`config.mk`:
```
export PLATFORM = sky130hd
export DESIGN_NAME = csi2_pkt_parser_flat
export DESIGN_NICKNAME = d
export VERILOG_FILES = /design/src/rtl/csi2_pkt_parser_if.sv /design/src/rtl/csi2_pkt_parser.sv /design/src/flat_wrapper.sv
export SDC_FILE = /design/constraint.sdc
export NUM_CORES = 1
export LEC_CHECK = 0
export ABC_AREA = 1
export BUFFER_PORTS_ARGS = -buffer_cell sky130_fd_sc_hd__buf_2
export CAP_MARGIN = 20
export CORE_MARGIN = 4
export CORE_UTILIZATION = 54
export DETAILED_ROUTE_END_ITERATION = 6
export PLACE_DENSITY = 0.8
export SKIP_CTS_REPAIR_TIMING = 1
export SLEW_MARGIN = 20
export SYNTH_ARGS = -nofsm -noshare
export SYNTH_HDL_FRONTEND = slang
export SYNTH_SLANG_ARGS = --single-unit
export TNS_END_PERCENT = 10
```
`constraint.sdc`:
```
create_clock -name byte_clk_i -period 2.7 [get_ports byte_clk_i]
set_input_delay 0.27 -clock byte_clk_i [delete_from_list [all_inputs] [get_ports byte_clk_i]]
set_output_delay 0.27 -clock byte_clk_i [all_outputs]
set_load 0.01 [all_outputs]
```
`src/rtl/csi2_pkt_parser_if.sv`:
```
// Word stream from the lane mapper into the CSI-2 packet parser, plus the parsed
// header, payload stream and CRC results coming out of it.
interface csi2_pkt_parser_if;
    logic [31:0] data_i;
    logic        valid_i;
    logic        eop_i;

    logic        hdr_valid_o;
    logic [1:0]  vc_o;
    logic [5:0]  dt_o;
    logic [15:0] word_cnt_o;
    logic [7:0]  ecc_o;
    logic        short_pkt_o;

    logic [31:0] tdata_o;
    logic        tvalid_o;
    logic [3:0]  tkeep_o;
    logic        tlast_o;

    logic [15:0] crc_o;
    logic        crc_valid_o;
    logic        trunc_o;

    modport master (
        output data_i, valid_i, eop_i,
        input  hdr_valid_o, vc_o, dt_o, word_cnt_o, ecc_o, short_pkt_o,
        input  tdata_o, tvalid_o, tkeep_o, tlast_o,
        input  crc_o, crc_valid_o, trunc_o
    );

    modport slave (
        input  data_i, valid_i, eop_i,
        output hdr_valid_o, vc_o, dt_o, word_cnt_o, ecc_o, short_pkt_o,
        output tdata_o, tvalid_o, tkeep_o, tlast_o,
        output crc_o, crc_valid_o, trunc_o
    );
endinterface

```
`src/rtl/csi2_pkt_parser.sv`:
```
// Splits one HS burst into CSI-2 header, payload stream and raw CRC; every output is 1 cycle after its word.
// No backpressure: the payload stream has no ready, input gaps simply stall the parser.
module csi2_pkt_parser (
    input  logic              byte_clk_i,
    input  logic              rst_n_i,
    csi2_pkt_parser_if.slave  bus
);

    typedef enum logic [1:0] {IDLE, PAYLOAD, CRC_WAIT, DISCARD} state_t;

    state_t      r_state, w_state_nxt;
    logic [15:0] r_bytes_left, w_bytes_left_nxt;
    logic        r_crc_off3, w_crc_off3_nxt;
    logic [7:0]  r_crc_lo, w_crc_lo_nxt;

    logic        r_hdr_vld, w_hdr_vld;
    logic [1:0]  r_vc, w_vc;
    logic [5:0]  r_dt, w_dt;
    logic [15:0] r_wc, w_wc;
    logic [7:0]  r_ecc, w_ecc;
    logic        r_short, w_short;
    logic [31:0] r_tdata, w_tdata;
    logic        r_tvalid, w_tvalid;
    logic [3:0]  r_tkeep, w_tkeep;
    logic        r_tlast, w_tlast;
    logic [15:0] r_crc, w_crc;
    logic        r_crc_vld, w_crc_vld;
    logic        r_trunc, w_trunc;

    logic        w_hdr_short;
    logic        w_final;
    logic [3:0]  w_keep_final;

    // An eop cycle never carries a usable word.
    assign w_hdr_short = (bus.data_i[5:0] < 6'h10);
    assign w_final     = (r_bytes_left <= 16'd4);

    always_comb begin
        w_keep_final = 4'hF;
        case (r_bytes_left[2:0])
            3'd1:    w_keep_final = 4'h1;
            3'd2:    w_keep_final = 4'h3;
            3'd3:    w_keep_final = 4'h7;
            default: w_keep_final = 4'hF;
        endcase
    end

    always_ff @(posedge byte_clk_i or negedge rst_n_i) begin
        if (!rst_n_i) begin
            r_state      <= IDLE;
            r_bytes_left <= 16'd0;
            r_crc_off3   <= 1'b0;
            r_crc_lo     <= 8'd0;
        end else begin
            r_state      <= w_state_nxt;
            r_bytes_left <= w_bytes_left_nxt;
            r_crc_off3   <= w_crc_off3_nxt;
            r_crc_lo     <= w_crc_lo_nxt;
        end
    end

    always_comb begin
        w_state_nxt      = r_state;
        w_bytes_left_nxt = r_bytes_left;
        w_crc_off3_nxt   = r_crc_off3;
        w_crc_lo_nxt     = r_crc_lo;
        if (bus.eop_i) begin
            w_state_nxt = IDLE;
        end else if (bus.valid_i) begin
            case (r_state)
                IDLE: begin
                    if (w_hdr_short) begin
                        w_state_nxt = DISCARD;
                    end else begin
                        w_bytes_left_nxt = bus.data_i[23:8];
                        w_crc_off3_nxt   = 1'b0;
                        w_state_nxt      = (bus.data_i[23:8] == 16'd0) ? CRC_WAIT : PAYLOAD;
                    end
                end
                PAYLOAD: begin
                    if (!w_final) begin
                        w_bytes_left_nxt = r_bytes_left - 16'd4;
                    end else begin
                        w_bytes_left_nxt = 16'd0;
                        case (r_bytes_left[2:0])
                            3'd1, 3'd2: w_state_nxt = DISCARD;
                            3'd3: begin
                                w_state_nxt    = CRC_WAIT;
                                w_crc_off3_nxt = 1'b1;
                                w_crc_lo_nxt   = bus.data_i[31:24];
                            end
                            default: begin
                                w_state_nxt    = CRC_WAIT;
                                w_crc_off3_nxt = 1'b0;
                            end
                        endcase
                    end
                end
                CRC_WAIT: w_state_nxt = DISCARD;
                default:  w_state_nxt = r_state;
            endcase
        end
    end

    always_comb begin
        w_hdr_vld = 1'b0;
        w_tvalid  = 1'b0;
        w_crc_vld = 1'b0;
        w_trunc   = 1'b0;
        w_vc      = r_vc;
        w_dt      = r_dt;
        w_wc      = r_wc;
        w_ecc     = r_ecc;
        w_short   = r_short;
        w_tdata   = r_tdata;
        w_tkeep   = r_tkeep;
        w_tlast   = r_tlast;
        w_crc     = r_crc;
        if (bus.eop_i) begin
            w_trunc = (r_state == PAYLOAD) || (r_state == CRC_WAIT);
        end else if (bus.valid_i) begin
            case (r_state)
                IDLE: begin
                    w_hdr_vld = 1'b1;
                    w_vc      = bus.data_i[7:6];
                    w_dt      = bus.data_i[5:0];
                    w_wc      = bus.data_i[23:8];
                    w_ecc     = bus.data_i[31:24];
                    w_short   = w_hdr_short;
                end
                PAYLOAD: begin
                    w_tvalid = 1'b1;
                    w_tdata  = bus.data_i;
                    w_tkeep  = w_final ? w_keep_final : 4'hF;
                    w_tlast  = w_final;
                    // CRC fully inside the final word when 1 or 2 payload bytes remain.
                    if (w_final && (r_bytes_left[2:0] == 3'd1)) begin
                        w_crc     = bus.data_i[23:8];
                        w_crc_vld = 1'b1;
                    end else if (w_final && (r_bytes_left[2:0] == 3'd2)) begin
                        w_crc     = bus.data_i[31:16];
                        w_crc_vld = 1'b1;
                    end
                end
                CRC_WAIT: begin
                    w_crc_vld = 1'b1;
                    w_crc     = r_crc_off3 ? {bus.data_i[7:0], r_crc_lo} : bus.data_i[15:0];
                end
                default: ;
            endcase
        end
    end

    always_ff @(posedge byte_clk_i or negedge rst_n_i) begin
        if (!rst_n_i) begin
            r_hdr_vld <= 1'b0;
            r_vc      <= 2'd0;
            r_dt      <= 6'd0;
            r_wc      <= 16'd0;
            r_ecc     <= 8'd0;
            r_short   <= 1'b0;
            r_tdata   <= 32'd0;
            r_tvalid  <= 1'b0;
            r_tkeep   <= 4'd0;
            r_tlast   <= 1'b0;
            r_crc     <= 16'd0;
            r_crc_vld <= 1'b0;
            r_trunc   <= 1'b0;
        end else begin
            r_hdr_vld <= w_hdr_vld;
            r_vc      <= w_vc;
            r_dt      <= w_dt;
            r_wc      <= w_wc;
            r_ecc     <= w_ecc;
            r_short   <= w_short;
            r_tdata   <= w_tdata;
            r_tvalid  <= w_tvalid;
            r_tkeep   <= w_tkeep;
            r_tlast   <= w_tlast;
            r_crc     <= w_crc;
            r_crc_vld <= w_crc_vld;
            r_trunc   <= w_trunc;
        end
    end

    assign bus.hdr_valid_o = r_hdr_vld;
    assign bus.vc_o        = r_vc;
    assign bus.dt_o        = r_dt;
    assign bus.word_cnt_o  = r_wc;
    assign bus.ecc_o       = r_ecc;
    assign bus.short_pkt_o = r_short;
    assign bus.tdata_o     = r_tdata;
    assign bus.tvalid_o    = r_tvalid;
    assign bus.tkeep_o     = r_tkeep;
    assign bus.tlast_o     = r_tlast;
    assign bus.crc_o       = r_crc;
    assign bus.crc_valid_o = r_crc_vld;
    assign bus.trunc_o     = r_trunc;

endmodule
```
`src/flat_wrapper.sv`:
```
// flat-port wrapper written by rule: the top's interface ports become plain ports
module csi2_pkt_parser_flat 
  (byte_clk_i, rst_n_i, bus_data_i, bus_valid_i, bus_eop_i, bus_hdr_valid_o, bus_vc_o, bus_dt_o, bus_word_cnt_o, bus_ecc_o, bus_short_pkt_o, bus_tdata_o, bus_tvalid_o, bus_tkeep_o, bus_tlast_o, bus_crc_o, bus_crc_valid_o, bus_trunc_o);
  csi2_pkt_parser_if bus_i ();
  input  logic byte_clk_i;
  input  logic rst_n_i;
  input wire logic [$bits(bus_i.data_i)-1:0] bus_data_i;
  input wire logic [$bits(bus_i.valid_i)-1:0] bus_valid_i;
  input wire logic [$bits(bus_i.eop_i)-1:0] bus_eop_i;
  output wire logic [$bits(bus_i.hdr_valid_o)-1:0] bus_hdr_valid_o;
  output wire logic [$bits(bus_i.vc_o)-1:0] bus_vc_o;
  output wire logic [$bits(bus_i.dt_o)-1:0] bus_dt_o;
  output wire logic [$bits(bus_i.word_cnt_o)-1:0] bus_word_cnt_o;
  output wire logic [$bits(bus_i.ecc_o)-1:0] bus_ecc_o;
  output wire logic [$bits(bus_i.short_pkt_o)-1:0] bus_short_pkt_o;
  output wire logic [$bits(bus_i.tdata_o)-1:0] bus_tdata_o;
  output wire logic [$bits(bus_i.tvalid_o)-1:0] bus_tvalid_o;
  output wire logic [$bits(bus_i.tkeep_o)-1:0] bus_tkeep_o;
  output wire logic [$bits(bus_i.tlast_o)-1:0] bus_tlast_o;
  output wire logic [$bits(bus_i.crc_o)-1:0] bus_crc_o;
  output wire logic [$bits(bus_i.crc_valid_o)-1:0] bus_crc_valid_o;
  output wire logic [$bits(bus_i.trunc_o)-1:0] bus_trunc_o;
  assign bus_i.data_i = bus_data_i;
  assign bus_i.valid_i = bus_valid_i;
  assign bus_i.eop_i = bus_eop_i;
  assign bus_hdr_valid_o = bus_i.hdr_valid_o;
  assign bus_vc_o = bus_i.vc_o;
  assign bus_dt_o = bus_i.dt_o;
  assign bus_word_cnt_o = bus_i.word_cnt_o;
  assign bus_ecc_o = bus_i.ecc_o;
  assign bus_short_pkt_o = bus_i.short_pkt_o;
  assign bus_tdata_o = bus_i.tdata_o;
  assign bus_tvalid_o = bus_i.tvalid_o;
  assign bus_tkeep_o = bus_i.tkeep_o;
  assign bus_tlast_o = bus_i.tlast_o;
  assign bus_crc_o = bus_i.crc_o;
  assign bus_crc_valid_o = bus_i.crc_valid_o;
  assign bus_trunc_o = bus_i.trunc_o;
  csi2_pkt_parser u_core (.byte_clk_i(byte_clk_i), .rst_n_i(rst_n_i), .bus(bus_i));
endmodule
```
==> results of run 1 <==
## stage by stage
| step | instance area (sq um) | worst slack [ns] | util | cells |
|---|---|---|---|---|
| after global placement | 6384 | 0.5033 | 0.6413 | 941 |
| after detailed placement | 6384 | 0.3459 | 0.6413 | 941 |
| after global routing | 7068 | 0.1422 | 0.7100 | 974 |
| after floorplan | 5625 | 0.7890 | - | 703 |
| final | 7068 | 0.2488 | 0.7100 | 974 |
| after CTS | 7058 | 0.3007 | 0.7090 | 973 |
## kinds of logic (layout without fill, tap and decap cells)
group | after synthesis | in the layout | synth area share
xor gates and xnor gates | 5 | 5 | 0.007786
AOI/OAI and AO/OA | 143 | 143 | 0.1383
and+or+nand+nor | 327 | 327 | 0.2462
muxes | 1 | 1 | 0.001779
DFF | 117 | 117 | 0.5205
buffers and inverters | 105 | 243 | 0.07429
adders and majority gates | 5 | 5 | 0.01112
## cells in the final DEF, fill, tap and decap left out, types with 3 or more instances in the layout
cell,instances
inv_1,70
a21oi_1,27
nand2_2,3
dfrtp_1,117
nand4_1,23
o211ai_1,5
clkbuf_16,16
buf_2,124
ha_1,5
nor2_1,96
o21ai_0,99
buf_4,12
nand3_1,34
nor3_1,6
nor2_2,3
nand2_1,157
clkinv_4,5
bufinv_16,6
xor2_1,3
## state kept, by name (all words and copies together) (netlist names)
name,cells
u_core.bus.tdata_o,32
u_core.bus.crc_o,16
u_core.bus.word_cnt_o,16
u_core.r_bytes_left,16
u_core.bus.ecc_o,8
u_core.r_crc_lo,8
u_core.bus.dt_o,6
u_core.bus.tkeep_o,4
u_core.bus.vc_o,2
u_core.r_state,2
u_core.bus.crc_valid_o,1
u_core.bus.hdr_valid_o,1
u_core.bus.short_pkt_o,1
u_core.bus.tlast_o,1
u_core.bus.trunc_o,1
u_core.bus.tvalid_o,1
u_core.r_crc_off3,1
## final timing paths
kind | end | startpoint
setup / recovery | u_core.bus.crc_o[2]$_DFFE_PN0P_ | u_core.r_bytes_left[2]$_DFFE_PN0P_
hold / removal | u_core.bus.trunc_o$_DFF_PN0_ | bus_eop_i
setup reg to reg | u_core.bus.crc_o[2]$_DFFE_PN0P_ | u_core.r_bytes_left[2]$_DFFE_PN0P_
hold reg to reg | u_core.bus.tkeep_o[0]$_DFFE_PN0P_ | u_core.bus.tkeep_o[0]$_DFFE_PN0P_
max in group asynchronous | u_core.bus.crc_o[4]$_DFFE_PN0P_ | rst_n_i
min in group asynchronous | u_core.bus.word_cnt_o[6]$_DFFE_PN0P_ | rst_n_i
## cell usage after synthesis (5+ instances only)
| library cell | count |
|---|---|
| nor2_1 | 96 |
| a21oi_1 | 27 |
| nand2_1 | 159 |
| ha_1 | 5 |
| inv_1 | 70 |
| o211ai_1 | 5 |
| o21ai_0 | 99 |
| nor3_1 | 6 |
| dfrtp_1 | 117 |
| nand3_1 | 34 |
| nand4_1 | 23 |
| clkbuf_1 | 21 |
| buf_2 | 7 |
## worst max-delay path: cells and delay by family, from the launching register on
kind | cells | cell delay (ns)
simple gates | 5 | 1.02
compound gates | 1 | 0.23
fa+ha+maj | 1 | 0.22
flops | 1 | 0.48
buf+inv | 2 | 0.39
## layout make-up
| cell class | count | share of cell area |
|---|---|---|
| Sequential cell | 117 | 0.4142 |
| Multi-Input combinational cell | 481 | 0.3232 |
| Timing Repair Buffer | 138 | 0.1048 |
| Clock buffer | 18 | 0.06054 |
| Inverter | 73 | 0.03877 |
| Clock inverter | 14 | 0.03487 |
| Tap cell | 133 | 0.02354 |
## power breakdown
group	internal, mW	switching [mW]
sequential	2.51	0.525
clock	1.72	0.845
combinational	1.06	1.75
total	5.29	3.12
## layer usage
| metal | track usage | up-vias | routed length, um |
|---|---|---|---|
| met2 | 0.4250 | 315 | 7620 |
| met1 | 0.4351 | 2616 | 7589 |
| met3 | 0.07513 | 32 | 1771 |
| met4 | 0.08905 | 0 | 319 |
| li1 | - | 2534 | - |
| met5 | 0 | - | 0 |
==> results.md, run 1 <==
- Status: finished clean
- Post-route minimum period: 2.451 ns
- Die Ht: 110.1 um
- Root buffer cell: clkbuf_8
- Flop2flop setup slack: 0.25 ns
- Detailed-route via count: 5,497
- CTS tree: done
- Cells after Synth: 703
- Max VDD drop: 557.0 uV
- Cell type with the largest total area after synthesis: dfrtp_1
- Drt via density: 5.644
- Seq cells post-synth: 117
- PortBufs: 125
- Placer congestion estimate: 0.9392
- Ys async rst share: 1.000
- Power Total: 8.416 mW
- Die area: 0.01211 sq mm
- Final setup fails: 0
- Setup CP Type: reg2reg
- RSZ-0062 raised after global routing: false
- EDFF count, synth: 0
- Global Route Usage Sum: 0.2936
- Synth area leaders: dfrtp_1 (52%), nand2_1 (11%), o21ai_0 (8.8%)
- Num rows: 36
- Cell Pwr Density: 1191 mW/mm^2
- Largest fanout on the critical path: 16
- Final ANT Viol Nets: 0
- Crit end category: flop
- Die W: 110.1 um
- Worst Path Arrival: 2.86 ns
- Initial antenna violation count: 0
- Pin count of the biggest net entering global routing: 69
- Seq/Total Area, Yosys: 0.5205
- Worst hold path depth: 3
- Top-area cell type share of the netlist area: 0.5205
- Synth-to-Final Area Change: 25.65%
- Clock Pin Slew Worst Setup and Hold Paths: 0.06 ns
- Fin crit share: 0.9079
- I/O Pins: 126
- Final hold viol count: 0
- Share of cells above drive strength 1: 0.2200
- Max-Cap Viols: 0
- Syn Area/Cell: 8.002 sq um
- CP required: 3.11 ns
- Final Max Slew Viols: 0
- Distinct cells, synth: 36
- CP Cell Sequence: inv_1, ha_1, inv_1, a21oi_4, nand3_4, nand2_1, nand3_1, nor2_1, nor2_1
- CP Launch Type: flop
- Initial Utilization: 0.5651
- Slowest CP cell: dfrtp_1
- DRT Pass-1 Iters: 6
- Latest clock arrival within the worst-skew pair: 0.52 ns
- Num CTS Buffers: 17
- Worst stage delay on the critical path: 0.48 ns
- CTS Sinks: 117
- Worst-Margin Slew: 0.6637 ns
- Reg area: 0.002928 sq mm
- Pleak: 3.661 nW
- Nets@finish: 869
- Drt total wl: 17.30 mm
- Post-Syn Nets: 744
- Grt total ovfl: 0
- Detailed placement HPWL: 12.23 mm
- Slew HR: 0.5548
- Initial drt markers: 639
- Min-delay worst type: in2reg
- Hold_ws: 0.006461 ns
- Area occupied by multi-input gates: 0.002285 sq mm
- Commonest register cell after synthesis: dfrtp_1
- Fmax: 408.0 MHz
- Filler cells: 819
- Htree depth: 4
- Cell Area, Synth: 0.005625 sq mm
- DR DRC count: 0
- Synth Warn #: 0
- Core area: 0.009955 sq mm
- Skew final: 0.01151 ns
- CTS Buffer Depth: 2
- First-pass GRT wire length: 26.54 mm
- Routed length per placed instance: 17.76 um
- R2R depth: 9
- Final setup TNS: 0 ns
- # diodes: 0
- Number of global-route vias before repair: 5,016
(Power assumes the default switching activity.)
==> run 2: changes to the inputs <==
CELL_PAD_IN_SITES_DETAIL_PLACEMENT = 1   (was not set)
CELL_PAD_IN_SITES_GLOBAL_PLACEMENT = 1   (was not set)
CORE_UTILIZATION = 40   (was 54)
PLACE_DENSITY = not set   (was 0.8)
PLACE_DENSITY_LB_ADDON = 0.1   (was not set)
SETUP_SLACK_MARGIN = 0.3   (was not set)
==> run 2 against run 1 <==
  * Non-clock buffer count fell by 1
  * Sequential share of layout area fell by 0.12 points
  * Design area rose by 0.28%
  * Worst hold slack improved by 0.10 ns
  * Register-to-register slack improved by 0.21 ns
  * Combinational power rose by 1%
  * Maximum frequency rose by 9.3%
  * Largest power group unchanged
  * Critical endpoint is now u_core.bus.crc_o[1]$_DFFE_PN0P_
  * Highest routed layer unchanged
  * Die area rose by 32%
  * Cell count rose by 4.7%
  * First-iteration DRC count fell by 27%
==> results.md, run 2 (synthesized netlist as in run 1, its figures left out) <==
- Worst Setup EP: u_core.bus.crc_o[1]$_DFFE_PN0P_
- Initial antenna violation count: 0
- CTS Sinks: 117
- CTS Buffer Depth: 2
- Detailed-route via count: 5,438
- Number of global-route vias before repair: 5,566
- Latest clock arrival within the worst-skew pair: 0.42 ns
- RSZ-0062 raised after global routing: true
- Drt total wl: 19.63 mm
- Drt via density: 5.331
- Max-Cap Viols: 0
- PortBufs: 125
- Fin crit share: 0.8304
- Sw frac: 0.3806
- Filler cells: 1,700
- Switching pwr: 3.187 mW
- Flop2flop setup slack: 0.46 ns
- Core area: 0.01383 sq mm
- Placer congestion estimate: 0.8658
- Root buffer cell: clkbuf_16
- First-pass GRT wire length: 31.11 mm
- Clock power frac: 0.293
- Largest fanout on the critical path: 17
- Commonest non-fill, non-tap cell in the layout: nand2_1
- CP Launch Type: flop
- Final setup fails: 0
- Die Ht: 126.6 um
- Final setup TNS: 0 ns
- # diodes: 0
- Critical hold path startpoint: bus_eop_i
- R2R depth: 11
- Status: finished clean
- Initial Utilization: 0.4068
- Grt total ovfl: 0
- I/O Pins: 126
- Fmax: 446.0 MHz
- Worst Path Arrival: 2.59 ns
- Nets@finish: 868
- Num rows: 43
- Pleak: 3.629 nW
- Global Route Usage Sum: 0.2488
- Die area: 0.01603 sq mm
- DR DRC count: 0
- Detailed placement HPWL: 13.89 mm
- Die W: 126.6 um
- R2r endpoint: u_core.bus.crc_o[1]$_DFFE_PN0P_
- Post-route minimum period: 2.242 ns
- Synth-to-Final Area Change: 26.00%
- Routed length per placed instance: 19.25 um
- Share of cells above drive strength 1: 0.2214
- Max VDD drop: 527.6 uV
- Worst r2r src: u_core.r_bytes_left[2]$_DFFE_PN0P_
- Worst-Margin Slew: 0.6639 ns
- Initial drt markers: 467
- Pin count of the biggest net entering global routing: 71
- CP required: 3.05 ns
- Largest register FFs: 32
- Num CTS Buffers: 17
- DP Worst Slack: 0.2331 ns
- Placed instance count: 986
- Skew final: 0.007036 ns
- CP startpoint: u_core.r_bytes_left[2]$_DFFE_PN0P_
- Final Max Slew Viols: 0
- Gate power share: 0.342
- Cell Pwr Density: 1181 mW/mm^2
- Final hold viol count: 0
- Min-delay worst type: in2reg
- Non-Filler Instances: 1,020
- DRT Pass-1 Iters: 5
- Slew HR: 0.5574
- CTS tree: done
- Htree depth: 4
- Setup CP Type: reg2reg
- Worst setup margin: 0.4579 ns
- Crit end category: flop
- Int Pwr: 5.186 mW
- Final ANT Viol Nets: 0
- Seq pwr share: 0.365
- Commonest cells after routing, fill and taps aside: nand2_1 (156), buf_2 (124), dfrtp_1 (117)
- Clock Pin Slew Worst Setup and Hold Paths: 0.06 ns
run 2: changes by cell type in the layout (fill, tap and decap cells not counted), moves of 2 or more:
cell / previous run / this run
bufinv_16: 6 / 4
clkinvlp_4: 0 / 4
buf_4: 12 / 10
clkinv_4: 5 / 0
clkinv_2: 1 / 3
run 2: final cells by class:
cell class / instances / area [sq um] / area share
clock inverters: 12 / 173.9 / 0.02454
inverters: 73 / 274.0 / 0.03866
repair buffers: 137 / 733.2 / 0.1034
flip-flops and latches: 117 / 2928 / 0.4131
well taps: 180 / 225.2 / 0.03177
clock buffers: 20 / 466.7 / 0.06584
multi-input cells: 481 / 2287 / 0.3227
run 2: power groups by stage:
| stage | clock, mW | sequential [mW] | combinational, mW |
|---|---|---|---|
| global route | 2.56 | 3.15 | 3.21 |
| finish | 2.45 | 3.06 | 2.86 |
| global placement | 0 | 3.02 | 2.75 |
| floorplan | 0 | 3.26 | 1.36 |
| detailed placement | 0 | 3.06 | 2.85 |
| CTS | 2.48 | 3.06 | 2.89 |
run 2: worst min path at each step:
stage / end / slack, ns / cells after the start
floorplan: u_core.bus.crc_o[0]$_DFFE_PN0P_ / -0.03 / 0
global placement: u_core.bus.hdr_valid_o$_DFF_PN0_ / 0.28 / 1
detailed placement: u_core.bus.hdr_valid_o$_DFF_PN0_ / 0.29 / 1
CTS: u_core.bus.hdr_valid_o$_DFF_PN0_ / -0.16 / 1
global route: u_core.bus.trunc_o$_DFF_PN0_ / 0.12 / 3
finish: u_core.bus.trunc_o$_DFF_PN0_ / 0.11 / 3
run 2: per-stage QoR:
stage / area [sq um] / hold WS (ns) / power (mW) / utilization
4_1_cts: 7068 / -0.1618 / 8.433 / 0.5112
5_1_grt: 7088 / 0.1195 / 8.911 / 0.5126
2_1_floorplan: 5625 / -0.02559 / 4.620 / -
3_3_place_gp: 6427 / 0.2762 / 5.770 / 0.4648
3_5_place_dp: 6427 / 0.2902 / 5.908 / 0.4648
6_report: 7088 / 0.1102 / 8.373 / 0.5126
run 2: metal layers:
layer  vias up  GRT usage  part of all wire
met5         -          0                 0
met3        32    0.05726             0.055
met2       164     0.3817              0.46
met4         0    0.08202             0.020
li1       2543          -                 -
met1      2699     0.3499              0.47
run 2: worst max-delay path, stage by stage, from the launching register on:
cell and delay (ns):
dfrtp_1 0.48, inv_2 0.16, ha_1 0.18, inv_1 0.12, a21oi_4 0.23, buf_4 0.25
nand3_4 0.23, nand2_1 0.12, inv_1 0.04, nor2_1 0.19, nor2_1 0.07, nor2_1 0.09
